==> src/rtl/msg_pkg.sv <==
// msg_pkg: shared types and default contents for the message streamer.
// Rev 1.0
`default_nettype none

package msg_pkg;

    typedef enum logic [0:0] {
        IDLE = 1'b0,
        SEND = 1'b1
    } state_t;

    localparam logic [7:0] PAD_DEFAULT = 8'h20;

    // Entry 0 sits in the least significant byte: "HELLO WORLD!" LF CR, then two pad bytes.
    localparam logic [127:0] HELLO_MSG = {8'h20, 8'h20, 8'h0D, 8'h0A, "!DLROW OLLEH"};

endpackage

`default_nettype wire

==> src/rtl/msg_streamer_if.sv <==
// msg_streamer_if: valid/ready byte stream carrying tx_data with an end-of-message qualifier.
// Rev 1.0
`default_nettype none

interface msg_streamer_if #(
    parameter int DATA_W = 8
);
    logic [DATA_W-1:0] tx_data;
    logic              tx_valid;
    logic              tx_ready;
    logic              tx_last;

    modport master (
        output tx_data,
        output tx_valid,
        output tx_last,
        input  tx_ready
    );

    modport slave (
        input  tx_data,
        input  tx_valid,
        input  tx_last,
        output tx_ready
    );
endinterface

`default_nettype wire

==> src/rtl/msg_rom_param.sv <==
// msg_rom_param: combinational message lookup; any index at or beyond DEPTH returns PAD.
// Rev 1.0
`default_nettype none

import msg_pkg::*;

module msg_rom_param #(
    parameter int                      DATA_W = 8,
    parameter int                      DEPTH  = 16,
    parameter int                      ADDR_W = $clog2(DEPTH),
    parameter logic [DATA_W*DEPTH-1:0] MSG    = HELLO_MSG,
    parameter logic [DATA_W-1:0]       PAD    = PAD_DEFAULT
) (
    input  logic [ADDR_W:0]   idx,
    output logic [DATA_W-1:0] data
);

    always_comb begin
        data = PAD;
        for (int i = 0; i < DEPTH; i++) begin
            if (idx == i[ADDR_W:0]) begin
                data = MSG[DATA_W*i +: DATA_W];
            end
        end
    end

endmodule

`default_nettype wire

==> src/rtl/msg_streamer.sv <==
// msg_streamer: streams a stored message over a valid/ready byte interface
// with runtime length, repeat mode, abort and a done pulse. Rev 1.0
`default_nettype none

import msg_pkg::*;

module msg_streamer #(
    parameter int                      DATA_W = 8,
    parameter int                      DEPTH  = 16,
    parameter int                      ADDR_W = $clog2(DEPTH),
    parameter logic [DATA_W*DEPTH-1:0] MSG    = HELLO_MSG,
    parameter logic [DATA_W-1:0]       PAD    = PAD_DEFAULT
) (
    input  logic              clk,
    input  logic              rst_n,
    input  logic              start,
    input  logic              abort,
    input  logic              repeat_en,
    input  logic [ADDR_W:0]   len,
    msg_streamer_if.master    tx,
    output logic              busy,
    output logic              done
);

    state_t              state, state_n;
    logic [ADDR_W:0]     idx, idx_n;
    logic [ADDR_W:0]     len_q, len_q_n;
    logic [DATA_W-1:0]   data_q, data_n;
    logic                valid_q, valid_n;
    logic                last_q, last_n;
    logic                busy_q, busy_n;
    logic                done_q, done_n;

    logic [ADDR_W:0]     idx_inc;
    logic [ADDR_W:0]     rom_addr;
    logic [DATA_W-1:0]   rom_data;
    logic                more;

    assign idx_inc = idx + 1'b1;
    assign more    = (idx_inc < len_q);

    // Idle and wrap-around both fetch entry 0; otherwise prefetch the following entry.
    always_comb begin
        rom_addr = idx_inc;
        if (state == IDLE || !more) begin
            rom_addr = '0;
        end
    end

    msg_rom_param #(
        .DATA_W (DATA_W),
        .DEPTH  (DEPTH),
        .ADDR_W (ADDR_W),
        .MSG    (MSG),
        .PAD    (PAD)
    ) u_rom (
        .idx  (rom_addr),
        .data (rom_data)
    );

    always_comb begin
        state_n = state;
        idx_n   = idx;
        len_q_n = len_q;
        data_n  = data_q;
        valid_n = valid_q;
        last_n  = last_q;
        busy_n  = busy_q;
        done_n  = 1'b0;

        if (abort) begin
            state_n = IDLE;
            valid_n = 1'b0;
            last_n  = 1'b0;
            busy_n  = 1'b0;
        end else begin
            case (state)
                IDLE: begin
                    if (start && (len != '0)) begin
                        len_q_n = len;
                        idx_n   = '0;
                        data_n  = rom_data;
                        valid_n = 1'b1;
                        last_n  = (len == {{ADDR_W{1'b0}}, 1'b1});
                        busy_n  = 1'b1;
                        state_n = SEND;
                    end
                end
                SEND: begin
                    if (valid_q && tx.tx_ready) begin
                        if (more) begin
                            idx_n  = idx_inc;
                            data_n = rom_data;
                            last_n = ((idx_inc + 1'b1) == len_q);
                        end else if (repeat_en) begin
                            idx_n  = '0;
                            data_n = rom_data;
                            last_n = (len_q == {{ADDR_W{1'b0}}, 1'b1});
                        end else begin
                            valid_n = 1'b0;
                            last_n  = 1'b0;
                            busy_n  = 1'b0;
                            done_n  = 1'b1;
                            state_n = IDLE;
                        end
                    end
                end
                default: begin
                    state_n = IDLE;
                end
            endcase
        end
    end

    always_ff @(posedge clk or negedge rst_n) begin
        if (!rst_n) begin
            state   <= IDLE;
            idx     <= '0;
            len_q   <= '0;
            data_q  <= '0;
            valid_q <= 1'b0;
            last_q  <= 1'b0;
            busy_q  <= 1'b0;
            done_q  <= 1'b0;
        end else begin
            state   <= state_n;
            idx     <= idx_n;
            len_q   <= len_q_n;
            data_q  <= data_n;
            valid_q <= valid_n;
            last_q  <= last_n;
            busy_q  <= busy_n;
            done_q  <= done_n;
        end
    end

    assign tx.tx_data  = data_q;
    assign tx.tx_valid = valid_q;
    assign tx.tx_last  = last_q;
    assign busy        = busy_q;
    assign done        = done_q;

endmodule

`default_nettype wire

==> src/flat_wrapper.sv <==
// flat-port wrapper written by rule: the top's interface ports become plain ports
module msg_streamer_flat 
#(
    parameter int                      DATA_W = 8,
    parameter int                      DEPTH  = 16,
    parameter int                      ADDR_W = $clog2(DEPTH),
    parameter logic [DATA_W*DEPTH-1:0] MSG    = HELLO_MSG,
    parameter logic [DATA_W-1:0]       PAD    = PAD_DEFAULT
)
  (clk, rst_n, start, abort, repeat_en, len, busy, done, tx_tx_data, tx_tx_valid, tx_tx_last, tx_tx_ready);
  msg_streamer_if #(.DATA_W(DATA_W)) tx_i ();
  input  logic clk;
  input  logic rst_n;
  input  logic start;
  input  logic abort;
  input  logic repeat_en;
  input  logic [ADDR_W:0] len;
  output logic busy;
  output logic done;
  output wire logic [$bits(tx_i.tx_data)-1:0] tx_tx_data;
  output wire logic [$bits(tx_i.tx_valid)-1:0] tx_tx_valid;
  output wire logic [$bits(tx_i.tx_last)-1:0] tx_tx_last;
  input wire logic [$bits(tx_i.tx_ready)-1:0] tx_tx_ready;
  assign tx_tx_data = tx_i.tx_data;
  assign tx_tx_valid = tx_i.tx_valid;
  assign tx_tx_last = tx_i.tx_last;
  assign tx_i.tx_ready = tx_tx_ready;
  msg_streamer #(.DATA_W(DATA_W), .DEPTH(DEPTH), .ADDR_W(ADDR_W), .MSG(MSG), .PAD(PAD)) u_core (.clk(clk), .rst_n(rst_n), .start(start), .abort(abort), .repeat_en(repeat_en), .len(len), .tx(tx_i), .busy(busy), .done(done));
endmodule
==> config.mk <==
export PLATFORM = sky130hd
export DESIGN_NAME = msg_streamer_flat
export DESIGN_NICKNAME = d
export VERILOG_FILES = /design/src/rtl/msg_pkg.sv /design/src/rtl/msg_streamer_if.sv /design/src/rtl/msg_rom_param.sv /design/src/rtl/msg_streamer.sv /design/src/flat_wrapper.sv
export SDC_FILE = /design/constraint.sdc
export NUM_CORES = 1
export LEC_CHECK = 0
export BUFFER_PORTS_ARGS = -buffer_cell sky130_fd_sc_hd__buf_2
export CELL_PAD_IN_SITES_DETAIL_PLACEMENT = 0
export CELL_PAD_IN_SITES_GLOBAL_PLACEMENT = 1
export CORE_ASPECT_RATIO = 1.25
export CORE_MARGIN = 2
export CORE_UTILIZATION = 42
export DETAILED_ROUTE_END_ITERATION = 7
export PLACE_DENSITY = 0.81
export SYNTH_ARGS = -nofsm -noshare
export SYNTH_HDL_FRONTEND = slang
export SYNTH_SLANG_ARGS = --single-unit
==> constraint.sdc <==
create_clock -name clk -period 3.54 [get_ports clk]
set_input_delay 1.062 -clock clk [delete_from_list [all_inputs] [get_ports clk]]
set_output_delay 1.062 -clock clk [all_outputs]
set_load 0.005 [all_outputs]
Word level (Yosys, flattened, before mapping)
Cells that the tools add are included.
W data, S select, Z words.
{ "op_classes": {"eq_ne": 25, "add_sub_neg": 2, "bitwise": 2, "mux": 50, "n_reduce_logical": 10, "order_cmp": 1} }
{ "ops": {"columns": ["operator", "n"], "rows": [
  ["$mux W8", 19],
  ["$eq A5 B4 Y1 const B", 8],
  ["$mux W5", 5],
  ["$eq A5 B3 Y1 const B", 4],
  ["$mux W1", 20],
  ["$pmux W8 S2", 1],
  ["$eq A5 B1 Y1 const B", 3],
  ["$ne A3 B3 Y1 const B", 5],
  ["$add A5 B1 Y5 const B", 2],
  ["$eq A5 B2 Y1 const B", 2],
  ["$pmux W5 S2", 1],
  ["$reduce_and A4 Y1", 2],
  ["$mux W7", 1],
  ["$pmux W1 S2", 3],
  ["$eq A5 B5 Y1", 1],
  ["$logic_not A5 Y1", 1],
  ["$lt A5 B5 Y1", 1],
  ["$reduce_bool A5 Y1", 1],
  ["$ne A2 B2 Y1 const B", 2],
  ["$reduce_and A3 Y1", 1],
  ["$logic_and A1 B1 Y1", 2],
  ["$not A1 Y1", 2],
  ["$reduce_and A2 Y1", 1],
  ["$logic_not A1 Y1", 1],
  ["$logic_or A1 B1 Y1", 1]
]} }
{ "word_totals": {"out_inout_bits": 12, "word_cells": 97, "regBits": 22, "in_bits": 11} }

Longest topological paths before layout
Gate-level depths: netlist of run 1.
{ "depth": {"word_depth": 26, "depth_mapped": 15, "mapped_depth_nobuf": 11} }

Modules after synthesis
Synthesis of run 1 repeated with hierarchy kept, for this count alone.
{ "unflattened": {"hier_cells": 150, "area_unflattened_um2": 1529.0} }
{ "by_module_without_submodules": {"columns": ["mod", "cells_each", "instances", "seq_area_each_um2", "area_each_um2"], "rows": [
  ["msg_streamer", 120, 1, 550.5, 1305.0],
  ["msg_rom_param", 30, 1, 0.0, 224.0]
]} }

Worst setup path after synthesis of run 1
OpenSTA, ideal clock, no wires.
{ "synth_path": {"path_type": "register -> register", "startpoint": "register u_core.idx[0]", "endpoint": "register u_core.data_q[4] (netlist: u_core.tx.tx_data[4])", "path_buffers": 3, "required_ns": 3.473, "setup_ns": 0.067, "period_less_slack_ns": 3.133, "stages_incl_launch_ff": 14, "slack_ns": 0.407, "t_arrival_ns": 3.066, "path_cell_list": "dfrtp_1 buf_2 inv_1 ha_1 clkbuf_1 inv_1 ha_1 nor2b_4 o2111ai_2 a311oi_1 or4_1 buf_2 a2111oi_4 a32o_1"} }
{ "synth_between": {"elab_chain_len": 25, "elab_cells_between_ends": 42, "cone_classes": "1 x add/sub; 1 x order compare; 16 x eq/ne; 21 x mux; 3 x reduce/logical"} }
{ "synth_rtl": {"columns": ["element", "line", "text"], "rows": [
  ["start, declared", "msg_streamer.sv:26", "logic [ADDR_W:0] idx, idx_n;"],
  ["start signal, assigned", "msg_streamer.sv:127", "idx <= idx_n;"],
  ["$add A5 B1 Y5 (*)", "msg_streamer.sv:39", "assign idx_inc = idx + 1'b1;"],
  ["$lt A5 B5 Y1", "msg_streamer.sv:40", "assign more = (idx_inc < len_q);"],
  ["$logic_not A1 Y1", "msg_streamer.sv:45", "if (state == IDLE || !more) begin"],
  ["$logic_or A1 B1 Y1", "msg_streamer.sv:45", null],
  ["$mux W5", "msg_streamer.sv:45", null],
  ["$eq A5 B1 Y1", "msg_rom_param.sv:21", "if (idx == i[ADDR_W:0]) begin"],
  ["$mux W8 (15 in a row)", "msg_rom_param.sv:21", null],
  ["$mux W8", "msg_streamer.sv:95", "end else if (repeat_en) begin"],
  ["$mux W8", "msg_streamer.sv:91", "if (more) begin"],
  ["$mux W8", "msg_streamer.sv:90", "if (valid_q && tx.tx_ready) begin"],
  ["$pmux W8 S2", "msg_streamer.sv:77", "case (state)"],
  ["end signal, assigned", "msg_streamer.sv:129", "data_q <= data_n;"],
  ["end, declared", "msg_streamer.sv:28", "logic [DATA_W-1:0] data_q, data_n;"]
]} }
Every way passes the cells marked *; elsewhere a longest branch is shown, timed or not. The select of a mux whose other input is x is not followed.
A chain may end at the register's enable or synchronous reset.

Final worst setup path of run 1
Ends and elaborated chain as after synthesis.

==> results of run 1 <==
==> area by class of cell <==
class                           instances  area share
Clock inverter                          1     0.00280
Sequential cell                        21       0.294
Clock buffer                            3      0.0231
Timing Repair Buffer                   29      0.0924
Inverter                               13      0.0273
Tap cell                               40      0.0280
Multi-Input combinational cell        150       0.533
==> kinds of logic (layout without fill, tap and decap cells) <==
group                    after synthesis  after routing  share of synthesized area
AO/OA/AOI/OAI                         62             62                      0.253
XOR/XNOR                              12             12                     0.0659
adder cells (fa/ha/maj)                7              7                     0.0549
buffers and inverters                 27             46                     0.0753
flip-flops                            21             21                      0.329
multiplexers                           1              1                    0.00706
other                                  1              1                    0.00235
AND/OR/NAND/NOR                       67             67                      0.212
==> worst min-delay path by stage <==
stage               slack [ps]                                to  cells after the start                             start
floorplan                  480  u_core.tx.tx_data[0]$_DFFE_PN0P_                      2  u_core.tx.tx_data[0]$_DFFE_PN0P_
global placement           470  u_core.tx.tx_data[2]$_DFFE_PN0P_                      2  u_core.tx.tx_data[2]$_DFFE_PN0P_
detailed placement         470  u_core.tx.tx_data[0]$_DFFE_PN0P_                      2  u_core.tx.tx_data[0]$_DFFE_PN0P_
CTS                        490  u_core.tx.tx_data[0]$_DFFE_PN0P_                      2  u_core.tx.tx_data[0]$_DFFE_PN0P_
global route               520  u_core.tx.tx_data[0]$_DFFE_PN0P_                      2  u_core.tx.tx_data[0]$_DFFE_PN0P_
finish                     480  u_core.tx.tx_data[0]$_DFFE_PN0P_                      2  u_core.tx.tx_data[0]$_DFFE_PN0P_
==> per-layer routing <==
metal,vias to the layer above,track usage
met3,8,0.0213
met2,34,0.349
li1,739,-
met4,0,0.0657
met1,719,0.256
met5,-,0
==> stage by stage <==
| stage | hold slack (ps) | cells | utilization |
|---|---|---|---|
| floorplan | 477 | 198 | - |
| global placement | 466 | 253 | 0.467 |
| detailed placement | 470 | 253 | 0.467 |
| CTS | 489 | 257 | 0.480 |
| global route | 522 | 257 | 0.480 |
| finish | 484 | 257 | 0.480 |
==> cell usage after synthesis, drive strengths merged, types with 3 or more instances <==
library cell,instances
o21ai,21
nor4,3
ha,7
buf,7
a22o,3
clkbuf,7
nor2,13
a21oi,17
nand2,21
o31ai,4
dfrtp,21
nand3,8
xor2,3
or3,3
nor3,5
o211ai,3
inv,13
xnor2,9
==> worst reg2reg max path, delay by kind of cell, from the launching register on <==
family,cells,cell delay (ps)
flip-flops,1,540
AND/OR/NAND/NOR,2,670
adder cells (fa/ha/maj),2,680
XOR/XNOR,1,270
buffers and inverters,2,350
AO/OA/AOI/OAI,4,680
==> sequential cells by signal, indices dropped and copies added (netlist names) <==
signal and count:
u_core.tx.tx_data 7, u_core.idx 5, u_core.len_q 5, u_core.done 1
u_core.state 1, u_core.tx.tx_last 1, u_core.tx.tx_valid 1
==> power by group <==
group	internal, mW	switching (mW)	leakage (nW)
registers	0.270	0.0326	0.273
clock network	0.0784	0.0812	0.0255
logic	0.137	0.185	0.494
==> impl.org, run 1 <==
** Place
- Summing all placed instances gives a cell area of 1740 um^2.
- During placement, the flow inserted port buffers numbering 21.
- Prior to clock tree synthesis, the placed netlist has a worst setup slack of 289 ps.
- GP Congestion :: 0.850
- Detailed placement ended at an HPWL of 3030 um.

** Routing
- Post-route ant nets :: 0
- First drt pass iteration count :: 4
- For this run, design rule violations remaining after detail routing come to 0.
- Routed signal wires occupy layers up through met4.
- Total length of routed met3 wires :: 115 um
- The final layout contains routed wiring with a total length of 3970 um.
- After detailed routing, the average wire length per cell comes to 15.4 um.
- Total via count in the routed design :: 1,500
- The first routing iteration left 68 violations.
- Post-route met1 wirelength :: 1730 um
- Routed length on met2 :: 2050 um
- Using the TritonRoute via totals, the vias-per-cell ratio works out to 5.84.

** STA
- At the pin with the least slew margin, the transition time is 766 ps.
- The clock period could shrink to 3230 ps.
- Setup clock skew after layout :: 3.44 ps
- Final max-slew violation count :: 0
- Maximum clock rate :: 310 MHz
- Dividing the final minimum period by the clock period gives 0.913.
- Setup Total Neg Slack :: 0 ps
- Headroom to the max-slew limit came out at 0.485.
- The final-report hold violation count is 0.
- Post-route worst setup slack :: 309 ps
- Setup violations remaining at the end of the flow were counted as 0.
- Setup repair after global routing left no endpoint under its margin.

** Pwr
- The design draws 784 uW.
- The analysis attributes to cell leakage a power of 0.792 nW.
- VDD IR max :: 282 uV
- Dividing total power by cell area gives a power density of 438 nW/um^2.

** Cells and area
- In the final layout, the multi-input gates occupy 952 um^2.
- Once layout is done, the placed cells without fillers occupy 1790 um^2.
- Net count of the finished layout :: 236
- Fraction of layout cells with a size suffix above 1 :: 0.194
- Registers take 526 um^2.
- Filler instances :: 366
- Post-synthesis to final-layout area growth :: 12.1%
- Most frequent cells in the layout :: nand2_1, buf_2, dfrtp_1, a21oi_1, o21ai_0
- The number of antenna diodes in the final layout is 0.

** Yosys
- The synthesized design contains 0 enable-type register cells.
- Summing every instance area after synthesis gives 1600 um^2.
- The average instance in the mapped netlist occupies 8.06 um^2.
- During synthesis, Yosys emitted a total of 0 warnings.
- Cell taking the most area after synthesis :: dfrtp_1
- FF+latch count, synth :: 21
- Number of distinct library cell variants in the gate-level netlist after synthesis :: 46
- Share of the synthesized area in the top cell type :: 0.329
- Post-synthesis cell count :: 198
- Ys flop type :: dfrtp_1
- Fraction of synthesis flops using an asynchronous set or reset pin :: 1.00
- By area the synthesized netlist is led by dfrtp_1, ha_1, a21oi_1, o21ai_0, nand2_1.
- Of the synthesized area, sequential elements account for 0.329.
- Synthesized net count :: 216

** Setup path
- In this run the worst path has a maximum fanout of 18.
- For the worst flop-to-flop path, the logic depth is 11.
- Critical Path Sink Type :: register
- Critical path capture point :: u_core.tx.tx_data[4]$_DFFE_PN0P_
- Crit path cell chain :: ha_2 > nand3_1 > xor2_1 > inv_1 > ha_1 > o2111ai_2 > a311oi_1 > or4_1 > buf_4 > a2111oi_4 > a32o_1
- For this run, the slowest stage of the critical path takes 540 ps.
- STA puts the critical path data required time at 3740 ps.
- Largest delay contributor family on the critical path :: adder cells
- The startpoint identified for the worst register-to-register timing path is u_core.idx[0]$_DFFE_PN0P_.
- Register-to-register setup slack :: 310 ps
- On the critical path, the stage with the largest delay is an instance of dfrtp_1.
- Worst Setup Path Type :: register to register
- Count of cell instances traversed by the critical path :: 11
- The endpoint identified for the worst register-to-register timing path is u_core.tx.tx_data[4]$_DFFE_PN0P_.
- Type of origin of the critical path :: register
- Arrival time at the worst endpoint :: 3430 ps
- Tracing the worst setup path back leads to its startpoint at u_core.idx[0]$_DFFE_PN0P_.
- The number of buffers and inverters on the critical path is 2.

** Clock tree
- CTS saw 21 sinks.
- Counting along the longest clock path gives a buffer depth of 2.
- Post-CTS timing repair inserted 0 buffers for setup.
- TritonCTS clock tree :: yes
- In this run the number of H-tree levels came out at 1.
- The cell sitting at the root of the clock tree is a clkbuf_8.
- TritonCTS created 3 clock buffers.
- Post-CTS Resized :: 0
- Worst-skew pair later-pin latency :: 260 ps
- Hold buffer count at CTS :: 0
- After clock tree synthesis, the clock-pin slew on the worst setup and hold paths is 80 ps.

** GRT
- The initial antenna violation count came to 0.
- For this run, the total global-route usage over all layers was measured as 0.201.
- The first global-routing pass estimated 6690 um of wire.
- GR Overflow Total :: 0
- The number of global-route vias before repair was 1,456.
- Largest net degree at the start of global routing :: 22

** Die
- The die covers 4310 um^2.
- Cell Rows :: 25
- For this configuration, the core starts out at a cell density of 0.429.
- Number of ports placed on the die boundary :: 23
- The die is 72.9 um tall.
- The floorplan step defined a core boundary enclosing 3720 um^2.
- Measured along the x axis, the die boundary spans 59.1 um.

** Worst hold path
- Min-Delay Path Class :: register to register

** Flow run
- Across the run, the number of max-cap violations was 0.

** Run status
- Result of the run :: finished clean
(Power assumes the default switching activity.)
==> inputs of run 2 (changes only) <==
--- a/config.mk
+++ b/config.mk
@@ -11,8 +11,9 @@
 export CORE_ASPECT_RATIO = 1.25
 export CORE_MARGIN = 2
 export CORE_UTILIZATION = 42
+export CTS_CLUSTER_SIZE = 14
 export DETAILED_ROUTE_END_ITERATION = 7
-export PLACE_DENSITY = 0.81
+export PLACE_DENSITY = 0.86
 export SYNTH_ARGS = -nofsm -noshare
 export SYNTH_HDL_FRONTEND = slang
 export SYNTH_SLANG_ARGS = --single-unit
==> run 2 against run 1 <==
  * Worst hold slack improved by 3.2 ps
  * Sequential share of layout area grew 0.10 points
  * Utilization shrank 0.17 points
  * Final cell count shrank 0.39%
  * Highest routed layer unchanged
==> impl.org, run 2 (same netlist as run 1, synthesis figures left out) <==
** Run status
- Result of the run :: finished clean (unchanged)

** STA
- The worst clock skew on the final layout came to 1.66 ps (was 3.44 ps).
- Final period utilization :: 0.884 (was 0.913)
- Final max-slew violation count :: 0 (unchanged)
- Setup Total Neg Slack :: 0 ps (unchanged)
- Number of endpoints with negative hold slack in the final report :: 0 (unchanged)
- The final critical-path setup slack was 412 ps (was 309 ps).
- The worst max-slew margin expressed relative to the limit was 0.474 (was 0.485).
- RSZ-0062 raised after global routing :: no (unchanged)
- Maximum clock rate :: 320 MHz (was 310 MHz)
- The pin slew with the least headroom to its limit came to 784 ps (was 766 ps).
- Setup violation total in the final timing report :: 0 (unchanged)
- Min Tclk post-route :: 3130 ps (was 3230 ps)

** Routing
- The via count is 1,457 (was 1,500).
- Aggregate routed wire length :: 3780 um (was 3970 um)
- The number of antenna-violating nets in the routed design was 0 (unchanged).
- DRC violations left :: 0 (unchanged)
- The wire length per cell came to 14.8 um (was 15.4 um).
- The number of detailed-route iterations in the first pass came to 4 (unchanged).
- Number of design-rule violations left by the first detailed-router iteration :: 58 (was 68)
- The detailed-route vias per instance was 5.69 (was 5.84).

** Die
- Number of ports placed on the die boundary :: 23 (unchanged)
- The die extent in x is 59.1 um (unchanged).
- The cell row count was 25 (unchanged).
- The placeable core region is 3720 um^2 (unchanged).
- The starting density of the core is 0.429 (unchanged).
- Die span in y :: 72.9 um (unchanged)
- The die area came to 4310 um^2 (unchanged).

** Cells and area
- Filler instances :: 360 (was 366)
- Most frequent cells in the layout :: nand2_1, buf_2, dfrtp_1, a21oi_1, o21ai_0 (unchanged)
- The total inserted antenna cells is 0 (unchanged).
- The number of nets in the layout is 235 (was 236).
- Footprint of the multi-input gates :: 953 um^2 (was 952 um^2)
- Sequential cell area :: 526 um^2 (unchanged)
- The number of flip-flops under the largest register name came to 7 (unchanged).
- The synthesis-to-finish area growth is 11.7% (was 12.1%).
- The proportion of layout cells with a drive suffix above 1 was 0.190 (was 0.194).

** Place
- GP Congestion :: 0.816 (was 0.850)
- Count of buffers from port buffering :: 21 (unchanged)
- The worst slack after detailed placement was 226 ps (was 289 ps).
- Sum of net half-perimeters after detailed placement :: 2840 um (was 3030 um)

** Worst hold path
- The path category of the worst min-delay check is register to register (unchanged).

** Clock tree
- Clock Pin Slew Worst Setup and Hold Paths :: 80 ps (about the same)
- The cell at the root of the clock tree is clkbuf_8 (unchanged).
- Clock buffers created by TritonCTS :: 3 (unchanged)
- The clock network latency to the later pin of the worst-skew pair was 260 ps (about the same).
- Hold buffer count at CTS :: 0 (unchanged)
- The number of levels the H-tree was split into was 1 (unchanged).
- The maximum root-to-sink buffer count came to 2 (unchanged).
- TritonCTS clock tree :: yes (unchanged)
- The TritonCTS sink count is 21 (unchanged).

** Pwr
- Reported leakage power :: 0.792 nW (about the same)
- The power density of the placed cells was 437 nW/um^2 (was 438 nW/um^2).
- VDD IR max :: 221 uV (was 282 uV)

** Setup path
- The classification of the worst setup path is register to register (unchanged).
- Required time of the critical path :: 3740 ps (about the same)
- CP Max Fanout :: 19 (was 18)
- The startpoint kind of the worst setup timing path was a register (unchanged).
- Arrival time at the worst endpoint :: 3330 ps (was 3430 ps)
- The critical path capture point type was a register (unchanged).

** GRT
- GRT Util Overall :: 0.195 (was 0.201)
- Largest net degree at the start of global routing :: 22 (unchanged)
- Number of global-route vias before repair :: 1,377 (was 1,456)
- The wire length of the first global-routing pass came to 6510 um (was 6690 um).
- The overflow left after global routing came to 0 (unchanged).
- The initial antenna violation count is 0 (unchanged).

** Flow run
- Maximum capacitance violations :: 0 (unchanged)
-- run 2: power breakdown --
group	total (mW)	switching [mW]	internal [mW]
registers	0.302	0.0312	0.270
clock network	0.158	0.0793	0.0785
logic	0.319	0.183	0.136
total	0.779	0.293	0.485
-- run 2: layer usage --
| layer | vias to the layer above | routed length (um) | GRT usage |
|---|---|---|---|
| met3 | 5 | 137 | 0.0195 |
| met4 | 0 | 47 | 0.0556 |
| met5 | - | 0 | 0 |
| li1 | 744 | - | - |
| met2 | 36 | 1940 | 0.327 |
| met1 | 672 | 1650 | 0.265 |
-- run 2: what timing repair did --
item	CTS	global route
gates resized for setup	0	1
setup endpoints to repair	0	2
buffers inserted	0	0
-- run 2: worst paths after layout --
| kind | start | to | slack, ps | cells past startpoint |
|---|---|---|---|---|
| min in group asynchronous | rst_n | u_core.len_q[0]$_DFFE_PN0P_ | 740 | 1 |
| worst min register to register | u_core.tx.tx_data[2]$_DFFE_PN0P_ | u_core.tx.tx_data[2]$_DFFE_PN0P_ | 490 | 2 |
| worst max register to register | u_core.idx[1]$_DFFE_PN0P_ | u_core.tx.tx_data[4]$_DFFE_PN0P_ | 410 | 12 |
| worst max-delay path | u_core.idx[1]$_DFFE_PN0P_ | u_core.tx.tx_data[4]$_DFFE_PN0P_ | 410 | 12 |
| worst min-delay path | u_core.tx.tx_data[2]$_DFFE_PN0P_ | u_core.tx.tx_data[2]$_DFFE_PN0P_ | 490 | 2 |
| max in group asynchronous | rst_n | u_core.state$_DFF_PN0_ | 2460 | 1 |
-- run 2: per-stage QoR --
| stage | hold WS [ps] | std cells | power, mW | area, um^2 | utilization |
|---|---|---|---|---|---|
| floorplan | 477 | 198 | 0.535 | 1600 | - |
| finish | 487 | 256 | 0.779 | 1780 | 0.479 |
| global placement | 472 | 252 | 0.622 | 1730 | 0.465 |
| global route | 521 | 256 | 0.839 | 1780 | 0.479 |
| CTS | 494 | 256 | 0.782 | 1780 | 0.478 |
| detailed placement | 477 | 252 | 0.624 | 1730 | 0.465 |
-- run 2: critical path, cell delays in order (launching register included) --
cell       delay [ps]
dfrtp_1           520
ha_1              230
buf_4             220
nand2b_1          150
and2_1            160
inv_2              60
ha_1              190
a21o_1            170
nand2_1           110
a311oi_1          150
or4_4             670
a2111oi_4         220
a32o_1            200
-- run 2: final cells by class --
cell class | instances | area share
multi-input combinational | 150 | 0.535
inverter | 13 | 0.0274
clock inverter | 1 | 0.00281
tap | 40 | 0.0281
timing repair buffer | 28 | 0.0885
clock buffer | 3 | 0.0232
sequential | 21 | 0.295
==> inputs of run 3 (changes only) <==
--- a/config.mk
+++ b/config.mk
@@ -10,10 +10,10 @@
 export CELL_PAD_IN_SITES_GLOBAL_PLACEMENT = 1
 export CORE_ASPECT_RATIO = 1.25
 export CORE_MARGIN = 2
-export CORE_UTILIZATION = 42
+export CORE_UTILIZATION = 38
 export CTS_CLUSTER_SIZE = 14
 export DETAILED_ROUTE_END_ITERATION = 7
-export PLACE_DENSITY = 0.86
+export PLACE_DENSITY = 0.8
 export SYNTH_ARGS = -nofsm -noshare
 export SYNTH_HDL_FRONTEND = slang
 export SYNTH_SLANG_ARGS = --single-unit
==> run 3 against run 2 <==
  * Utilization decreased by 3.4 points
  * First-iteration DRC count decreased by 48%
  * Design area increased by 1.5%
  * Register-to-register slack got worse by 60 ps
  * Critical path type unchanged
  * Via count increased by 2.5%
  * Clock-buffer cell count unchanged
  * Global-route usage increased by 0.55 points
  * Non-clock buffer count increased by 1
  * Clock power increased by 4%
  * Largest power group unchanged
  * Flip-flop and latch count unchanged
  * Die area increased by 9.9%
==> impl.org, run 3 (same netlist as run 1, synthesis figures left out) <==
** GRT
- Largest net degree at the start of global routing :: 22 (unchanged)
- GR Overflow Total :: 0 (unchanged)
- The all-layer global routing usage was 0.201 (was 0.195).
- Antenna violations before repair :: 0 (unchanged)
- First-pass GRT wire length :: 7230 um (was 6510 um)
- Number of global-route vias before repair :: 1,536 (was 1,377)

** Clock tree
- The clock network latency to the later pin of the worst-skew pair is 270 ps (was 260 ps).
- Clock Pin Slew Worst Setup and Hold Paths :: 80 ps (about the same)
- The cell at the root of the clock tree is clkbuf_8 (unchanged).
- Post-CTS Resized :: 0 (unchanged)
- Clock H-tree levels :: 1 (unchanged)
- Hold buffer count at CTS :: 0 (unchanged)
- The number of clock buffers inserted by TritonCTS came to 3 (unchanged).
- Clock Path Buffers :: 2 (unchanged)
- The TritonCTS clock tree is yes (unchanged).
- Post CTS Setup Buffer Count :: 0 (unchanged)
- The TritonCTS sink count came to 21 (unchanged).

** Die
- The die area is 4740 um^2 (was 4310 um^2).
- The placeable core region was 4070 um^2 (was 3720 um^2).
- The height of the chip is 76.4 um (was 72.9 um).
- The starting density of the core came to 0.392 (was 0.429).
- The cell row count was 26 (was 25).
- Die outline width :: 62.0 um (was 59.1 um)
- Number of ports placed on the die boundary :: 23 (unchanged)

** Setup path
- Arrival time at the worst endpoint :: 3330 ps (about the same)
- Worst Setup Path Type :: register to register (unchanged)
- The critical path capture point type is a register (unchanged).
- The required time at the endpoint of the critical path came to 3680 ps (was 3740 ps).
- The startpoint kind of the worst setup timing path is a register (unchanged).
- CP Max Fanout :: 18 (was 19)

** Place
- GP Congestion :: 0.885 (was 0.816)
- The count of port buffers added during placement came to 21 (unchanged).
- Area of placed instances :: 1760 um^2 (was 1730 um^2)
- Sum of net half-perimeters after detailed placement :: 3140 um (was 2840 um)

** STA
- The final count of negative-setup-slack endpoints was 0 (unchanged).
- Setup Total Neg Slack :: 0 ps (unchanged)
- Final period utilization :: 0.901 (was 0.884)
- The worst clock skew on the final layout was 2.31 ps (was 1.66 ps).
- Final max-slew violation count :: 0 (unchanged)
- RSZ-0062 raised after global routing: no (unchanged).
- Remaining max-slew budget at the tightest pin :: 0.424 (was 0.474)
- Min Tclk post-route :: 3190 ps (was 3130 ps)
- Number of endpoints with negative hold slack in the final report :: 0 (unchanged)
- The pin slew with the least headroom to its limit was 857 ps (was 784 ps).
- Worst hold slack after final layout :: 485 ps (was 487 ps)
- The fmax is 314 MHz (was 320 MHz).

** Routing
- The remaining design rule violation count was 0 (unchanged).
- The detailed-route vias per instance came to 5.47 (was 5.69).
- First drt pass iteration count :: 4 (unchanged)
- The iteration-0 DRC count of the detailed router is 30 (was 58).
- Total via count in the routed design :: 1,493 (was 1,457)
- Wire per inst :: 15.1 um (was 14.8 um)
- The number of antenna-violating nets in the routed design came to 0 (unchanged).
- Aggregate routed wire length :: 4120 um (was 3780 um)

** Flow run
- The total of max-cap violations came to 0 (unchanged).

** Cells and area
- Max FFs per register :: 7 (unchanged)
- Sequential cell area :: 526 um^2 (unchanged)
- Most frequent cells in the layout :: nand2_1, buf_2, dfrtp_1, a21oi_1, o21ai_0 (unchanged)
- The final non-filler cell area came to 1810 um^2 (was 1780 um^2).
- Fraction of layout cells with a size suffix above 1 :: 0.194 (was 0.190)
- Filler instances :: 434 (was 360)
- Footprint of the multi-input gates :: 953 um^2 (unchanged)
- Net count of the finished layout :: 236 (was 235)
- The synthesis-to-finish area growth is 13.4% (was 11.7%).
- The total inserted antenna cells was 0 (unchanged).

** Pwr
- VDD IR max :: 270 uV (was 221 uV)
- The final total power was 791 uW (was 779 uW).
- The power density of the placed cells was 437 nW/um^2 (about the same).
- Reported leakage power :: 0.797 nW (was 0.792 nW)

** Run status
- Result of the run: finished clean (unchanged).

** Worst hold path
- Min-Delay Path Class :: register to register (unchanged)
-- run 3: metrics by stage --
step                worst slack, ps  std cells  utilization
global placement                166        269        0.433
CTS                             104        273        0.444
finish                          352        273        0.445
floorplan                       407        198            -
global route                    117        273        0.445
detailed placement              155        269        0.433
-- run 3: cell type report --
class / count / area share
clock buffers: 3 / 0.0228
clock inverters: 1 / 0.00277
inverters: 13 / 0.0270
multi-input cells: 150 / 0.527
flip-flops and latches: 21 / 0.290
well taps: 56 / 0.0387
repair buffers: 29 / 0.0913
-- run 3: final timing paths --
| kind | start | end | slack [ps] | cells after the start |
|---|---|---|---|---|
| max in group asynchronous | rst_n | u_core.idx[3]$_DFFE_PN0P_ | 2450 | 1 |
| min | u_core.tx.tx_data[6]$_DFFE_PN0P_ | u_core.tx.tx_data[6]$_DFFE_PN0P_ | 490 | 2 |
| min in group asynchronous | rst_n | u_core.len_q[0]$_DFFE_PN0P_ | 750 | 1 |
| max | u_core.idx[2]$_DFFE_PN0P_ | u_core.idx[2]$_DFFE_PN0P_ | 350 | 10 |
| min reg2reg | u_core.tx.tx_data[6]$_DFFE_PN0P_ | u_core.tx.tx_data[6]$_DFFE_PN0P_ | 490 | 2 |
| max reg2reg | u_core.idx[2]$_DFFE_PN0P_ | u_core.idx[2]$_DFFE_PN0P_ | 350 | 10 |
-- run 3: worst max-delay path: stages (launching register included) --
cell and delay, ps:
dfrtp_1 510, nand3_1 200, xnor2_1 310, inv_1 200
ha_1 370, a21o_1 170, nand2_1 120, a311oi_1 150
or4_4 670, o21ai_0 240, o21ai_0 130
-- run 3: per-layer routing --
metal,wire [um],part of all wire,track usage,up-vias
met5,0,0,0,-
met2,2120,0.51,0.328,26
met4,163,0.040,0.0957,0
li1,-,-,-,746
met3,101,0.025,0.0221,15
met1,1740,0.42,0.251,706
-- run 3: report_power, final --
part / internal (mW) / switching (mW) / total, mW
Combinational: 0.139 / 0.193 / 0.332
Sequential: 0.270 / 0.0252 / 0.296
Clock: 0.0787 / 0.0851 / 0.164
Total: 0.488 / 0.304 / 0.791
